==> src/rtl/sw_input_port.sv <==
// Switch input peripheral: synchronises and debounces the board switches, keeps
// sticky edge flags and a flip counter, and answers LSU loads/stores in its window.
module sw_input_port #(
  parameter int unsigned          SW_W      = 8,
  parameter int unsigned          ADDR_W    = 10,
  parameter logic [ADDR_W-1:0]    BASE_ADDR = ADDR_W'(10'h240),
  parameter int unsigned          DB_CYCLES = 16
) (
  input  logic              clk_i,
  input  logic              rst_i,
  input  logic [SW_W-1:0]   io_sw,
  input  logic              bus_re_i,
  input  logic              bus_we_i,
  input  logic [ADDR_W-1:0] bus_addr_i,
  input  logic [31:0]       bus_wd_i,
  output logic [31:0]       bus_rd_o,
  output logic              bus_rvalid_o,
  output logic [SW_W-1:0]   sw_db_o
);

  localparam int unsigned       CNT_W     = $clog2(DB_CYCLES);
  localparam int unsigned       WIN_BYTES = 64;
  localparam logic [CNT_W-1:0]  CNT_MAX   = CNT_W'(DB_CYCLES - 1);
  localparam logic [3:0]        REG_RAW   = 4'd0;
  localparam logic [3:0]        REG_DB    = 4'd1;
  localparam logic [3:0]        REG_EDGE  = 4'd2;
  localparam logic [3:0]        REG_TCNT  = 4'd3;

  logic [SW_W-1:0]   sync1_q, sync2_q;
  logic [SW_W-1:0]   db_q, db_d;
  logic [SW_W-1:0]   edge_q, edge_d;
  logic [SW_W-1:0]   flip;
  logic [CNT_W-1:0]  cnt_q [SW_W];
  logic [CNT_W-1:0]  cnt_d [SW_W];
  logic [15:0]       tcnt_q, tcnt_d;
  logic [31:0]       rd_q, rd_d;
  logic              rvalid_q, rvalid_d;

  logic [ADDR_W-1:0] offset;
  logic              in_win;
  logic [3:0]        word_sel;
  logic              rd_hit, wr_hit;
  logic              wr_edge, wr_tcnt;
  logic [31:0]       reg_rdata;
  logic [16:0]       flip_sum;
  logic [16:0]       tcnt_sum;
  logic              unused_bits;

  // Address decode: byte offset into the 64-byte window, word-granular select.
  always_comb begin
    offset   = bus_addr_i - BASE_ADDR;
    in_win   = (bus_addr_i >= BASE_ADDR) && (offset < ADDR_W'(WIN_BYTES));
    word_sel = offset[5:2];
    rd_hit   = bus_re_i && in_win;
    wr_hit   = bus_we_i && in_win;
    wr_edge  = wr_hit && (word_sel == REG_EDGE);
    wr_tcnt  = wr_hit && (word_sel == REG_TCNT);
  end

  assign unused_bits = ^{bus_wd_i, offset};

  // Per-bit debounce: a level must differ for DB_CYCLES consecutive cycles to be accepted.
  always_comb begin
    flip = '0;
    for (int i = 0; i < int'(SW_W); i++) begin
      cnt_d[i] = '0;
      if (sync2_q[i] != db_q[i]) begin
        if (cnt_q[i] == CNT_MAX) begin
          flip[i] = 1'b1;
        end else begin
          cnt_d[i] = cnt_q[i] + CNT_W'(1);
        end
      end
    end
    db_d = db_q ^ flip;
  end

  always_comb begin
    flip_sum = '0;
    for (int i = 0; i < int'(SW_W); i++) begin
      flip_sum = flip_sum + 17'(flip[i]);
    end
  end

  // Sticky edges (set beats W1C) and saturating flip counter (store reloads with this cycle's flips).
  always_comb begin
    edge_d   = (edge_q & ~(wr_edge ? bus_wd_i[SW_W-1:0] : '0)) | flip;
    tcnt_sum = {1'b0, tcnt_q} + flip_sum;
    if (wr_tcnt) begin
      tcnt_d = 16'(flip_sum);
    end else if (tcnt_sum[16]) begin
      tcnt_d = 16'hFFFF;
    end else begin
      tcnt_d = tcnt_sum[15:0];
    end
  end

  always_comb begin
    reg_rdata = '0;
    case (word_sel)
      REG_RAW:  reg_rdata = 32'(sync2_q);
      REG_DB:   reg_rdata = 32'(db_q);
      REG_EDGE: reg_rdata = 32'(edge_q);
      REG_TCNT: reg_rdata = {16'h0000, tcnt_q};
      default:  reg_rdata = '0;
    endcase
    rd_d     = rd_hit ? reg_rdata : '0;
    rvalid_d = rd_hit;
  end

  always_ff @(posedge clk_i or posedge rst_i) begin
    if (rst_i) begin
      sync1_q  <= '0;
      sync2_q  <= '0;
      db_q     <= '0;
      edge_q   <= '0;
      tcnt_q   <= '0;
      rd_q     <= '0;
      rvalid_q <= 1'b0;
      for (int i = 0; i < int'(SW_W); i++) begin
        cnt_q[i] <= '0;
      end
    end else begin
      sync1_q  <= io_sw;
      sync2_q  <= sync1_q;
      db_q     <= db_d;
      edge_q   <= edge_d;
      tcnt_q   <= tcnt_d;
      rd_q     <= rd_d;
      rvalid_q <= rvalid_d;
      for (int i = 0; i < int'(SW_W); i++) begin
        cnt_q[i] <= cnt_d[i];
      end
    end
  end

  assign bus_rd_o     = rd_q;
  assign bus_rvalid_o = rvalid_q;
  assign sw_db_o      = db_q;

endmodule

==> config.mk <==
export PLATFORM = sky130hd
export DESIGN_NAME = sw_input_port
export DESIGN_NICKNAME = d
export VERILOG_FILES = /design/src/rtl/sw_input_port.sv
export SDC_FILE = /design/constraint.sdc
export NUM_CORES = 1
export LEC_CHECK = 0
export ABC_AREA = 1
export CAP_MARGIN = 20
export CELL_PAD_IN_SITES_DETAIL_PLACEMENT = 0
export CELL_PAD_IN_SITES_GLOBAL_PLACEMENT = 1
export CORE_UTILIZATION = 35
export DETAILED_ROUTE_END_ITERATION = 7
export GPL_ROUTABILITY_DRIVEN = 0
export PLACE_DENSITY = 0.74
export SYNTH_ARGS = -nofsm -noshare
export SYNTH_HDL_FRONTEND = slang
export SYNTH_SLANG_ARGS = --single-unit
==> constraint.sdc <==
create_clock -name clk_i -period 10.75 [get_ports clk_i]
set_input_delay 3.225 -clock clk_i [delete_from_list [all_inputs] [get_ports clk_i]]
set_output_delay 3.225 -clock clk_i [all_outputs]
set_load 0.005 [all_outputs]
==> reports/metrics.csv <==
stage,metric,value,unit
synthesis,synth_cells,550,
drt,ant_nets,0,
drt,via_per_inst,4.419,
drt,wire_per_inst,12.37,µm
power,p_per_area,131.5,nW/µm²
timing,skew,0.005506,ns
floorplanning,ios,95,
timing,setup_viol,0,
synthesis,yosys.area.top_type,dfrtp_1,
clock_tree,cts_buffer_depth,2,
finish,final_layout_size_suffix_gt1_frac,0.05556,
floorplanning,start_util,0.3594,
clock_tree,clock_sinks,97,
power,power,750.0,µW
timing,rsz0062_at_grt,no,
worst_setup_path,end_kind,flop,
clock_tree,cts_buffers,9,
clock_tree,h-tree-depth,3,
placement,port-buffer-count,52,
worst_setup_path,worstPathMaxFanout,16,
global_route,antenna_found_initial,0,
synthesis,synth_top_area_frac,0.5080,
worst_setup_path,critical_path_class,in2reg,
clock_tree,clock_latency,0.35,ns
timing,fmaxAchievable,203.8,MHz
floorplanning,die_h,118.8,µm
synthesis,synthesis.area,4778,µm²
timing,max_slew_margin,0.3801,
synthesis,synth_seq_cells,97,
clock_tree,postCtsHoldBufs,0,
timing,drv_slew,0,
global_route,use_met2,0.2445,
finish,num-nets-final,681,
timing,fin_crit,4.907,ns
timing,finalCritPeriodShare,0.4565,
global_route,grtUsageMet3,0.02826,
synthesis,avgSynthCellArea,8.688,µm²
power,peakVddDrop,0.06986,mV
clock_tree,cts_root_buf,clkbuf_16,
placement,hpwl,7382,µm
global_route,gr-total-overflow,0,
outcome,run_status,"complete, no violations",
timing,final_hold_viol_count,0,
global_route,grt.met1_usage,0.1980,
timing,fin_tns_setup,0,ns
clock_tree,clkTransAtPathRegs,0.06,ns
power,p_leak,0.002804,µW
drt,drt_first_pass_iters,5,
synthesis,seq_area_frac_synth,0.5080,
clock_tree,post_cts_buffers,0,
global_route,grt_max_degree,75,
floorplanning,core_area,13300,µm²
finish,syn2layout_area_growth,19.32,%
floorplanning,core.rowCount,42,
floorplanning,fp.dieArea,14120,µm²
timing,worst_slew_pin_slew,0.9299,ns
worst_setup_path,startpoint_type,input pin,
worst_setup_path,cp_data_required_time,10.99,ns
global_route,grt_pass1_wl,16510,µm
synthesis,yosys_warnings,0,
synthesis,yosys.cell_types.count,29,
global_route,grt_pass1_vias,3466,
flow_run,drv_cap,0,
clock_tree,cts_tree,done,
worst_setup_path,critical_path_arrival,5.15,ns
worst_hold_path,hp-class,reg2reg,
synthesis,ys_top_cells_by_area,"dfrtp_1 (51%), nand2_1 (9.0%), inv_1 (7.2%), nor2_1 (5.0%), nand3_1 (4.5%)",
drt,vias,3482,
drt,drt_iter0_drc,156,
finish,n_antenna_cell,0,
global_route,busiest_layer,met2,
floorplanning,fp.dieW,118.8,µm
global_route,grt_usage,0.1516,
clock_tree,ctsResizeCount,0,
drt,drt_wl_total,9746,µm
drt,drc,0,
[synth_stat cells]
master    count
nand2_1     114
dfrtp_1      97
inv_1        92
nor2_1       64
nand3_1      43
o21ai_0      22
buf_4        18
ha_1         15
xor2_1       13
nor3_1       11
xnor2_1      11
a21oi_1      10
a31oi_1       7
fa_1          5
nand3_2       4
nand4_1       3
nor2_2        3
buf_2         2
buf_6         2
nand2_2       2
nand2_4       2
nor2_4        2
or2_2         2
a21oi_2       1
a31oi_4       1
and3_1        1
clkinv_1      1
conb_1        1
o22ai_1       1
[routing by layer]
layer  part of all wire  wire [µm]
met5                  0          0
met4              0.020        195
met3              0.025        248
met2               0.48       4637
met1               0.48       4665
[stage by stage]
stage,worst slack [ns],hold slack [ns],instance area (µm²),std cells,util
6_report,5.843,0.3477,5702,788,0.4289
3_3_place_gp,5.482,0.3341,5418,772,0.4075
5_1_grt,5.669,0.3521,5702,788,0.4289
2_1_floorplan,4.991,0.3312,4835,565,-
3_5_place_dp,5.444,0.3356,5418,772,0.4075
4_1_cts,5.819,0.3497,5702,788,0.4289
[worst paths after layout]
check	to	from	slack [ns]	depth (start not counted)
min	sync2_q[6]$_DFF_PP0_	sync1_q[6]$_DFF_PP0_	0.35	0
min reg2reg	sync2_q[6]$_DFF_PP0_	sync1_q[6]$_DFF_PP0_	0.35	0
min in group asynchronous	sync1_q[7]$_DFF_PP0_	rst_i	3.18	2
max in group asynchronous	sync2_q[3]$_DFF_PP0_	rst_i	6.34	3
max reg2reg	tcnt_q[9]$_DFF_PP0_	flop	5.97	20
max	tcnt_q[0]$_DFF_PP0_	bus_addr_i[2]	5.84	9
[flip-flops by register name, indices dropped and copies added, names as in the netlist, named ones only]
name          count
edge_q            8
sync2_q           8
bus_rvalid_o      1
cnt_q            32
bus_rd_o         16
sync1_q           8
tcnt_q           16
[report_power, final]
group          total, µW  internal (µW)  switching (µW)  leakage (µW)
Sequential           390            379            10.6       0.00122
Clock                305            170             136      0.000143
Combinational       54.5           23.0            31.5       0.00144
[cells by family after synthesis]
| family | after synthesis | share of synthesized area |
|---|---|---|
| other cells | 1 | 0.0007848 |
| compound gates | 42 | 0.05028 |
| simple gates | 251 | 0.2286 |
| buf+inv | 115 | 0.1081 |
| flops | 97 | 0.5080 |
| fa+ha+maj | 20 | 0.06023 |
| xor+xnor | 24 | 0.04399 |
[layout make-up]
| cell class | instances | area (µm²) |
|---|---|---|
| Tap cell | 176 | 220.2 |
| Clock buffer | 12 | 256.5 |
| Multi-Input combinational cell | 353 | 1891 |
| Inverter | 93 | 351.6 |
| Sequential cell | 97 | 2427 |
| Timing Repair Buffer | 53 | 528.0 |
| Clock inverter | 4 | 27.53 |
| Fill cell | 1278 | 7594 |
[critical path: stages]
cell,delay (ns)
clkdlybuf4s50_1,0.48
nand2_1,0.10
inv_1,0.04
nand2_1,0.38
inv_1,0.20
nand2_2,0.34
inv_1,0.17
nor2_1,0.14
a21oi_2,0.06
[cell usage in the layout, fill, tap and decap left out, types with 2 or more instances in the layout]
cell / count
a21oi_1: 10
a31oi_1: 7
clkbuf_16: 9
clkbuf_8: 2
clkdlybuf4s50_1: 52
clkinv_2: 2
clkinv_4: 2
conb_1: 16
dfrtp_1: 97
fa_1: 5
ha_1: 15
inv_1: 91
nand2_1: 114
nand2_2: 2
nand2_4: 2
nand3_1: 43
nand3_2: 4
nand4_1: 3
nor2_1: 64
nor2_2: 3
nor2_4: 2
nor3_1: 11
o21ai_0: 22
or2_2: 2
xnor2_1: 11
xor2_1: 13
Note: power is estimated with default switching activity, not from simulation.
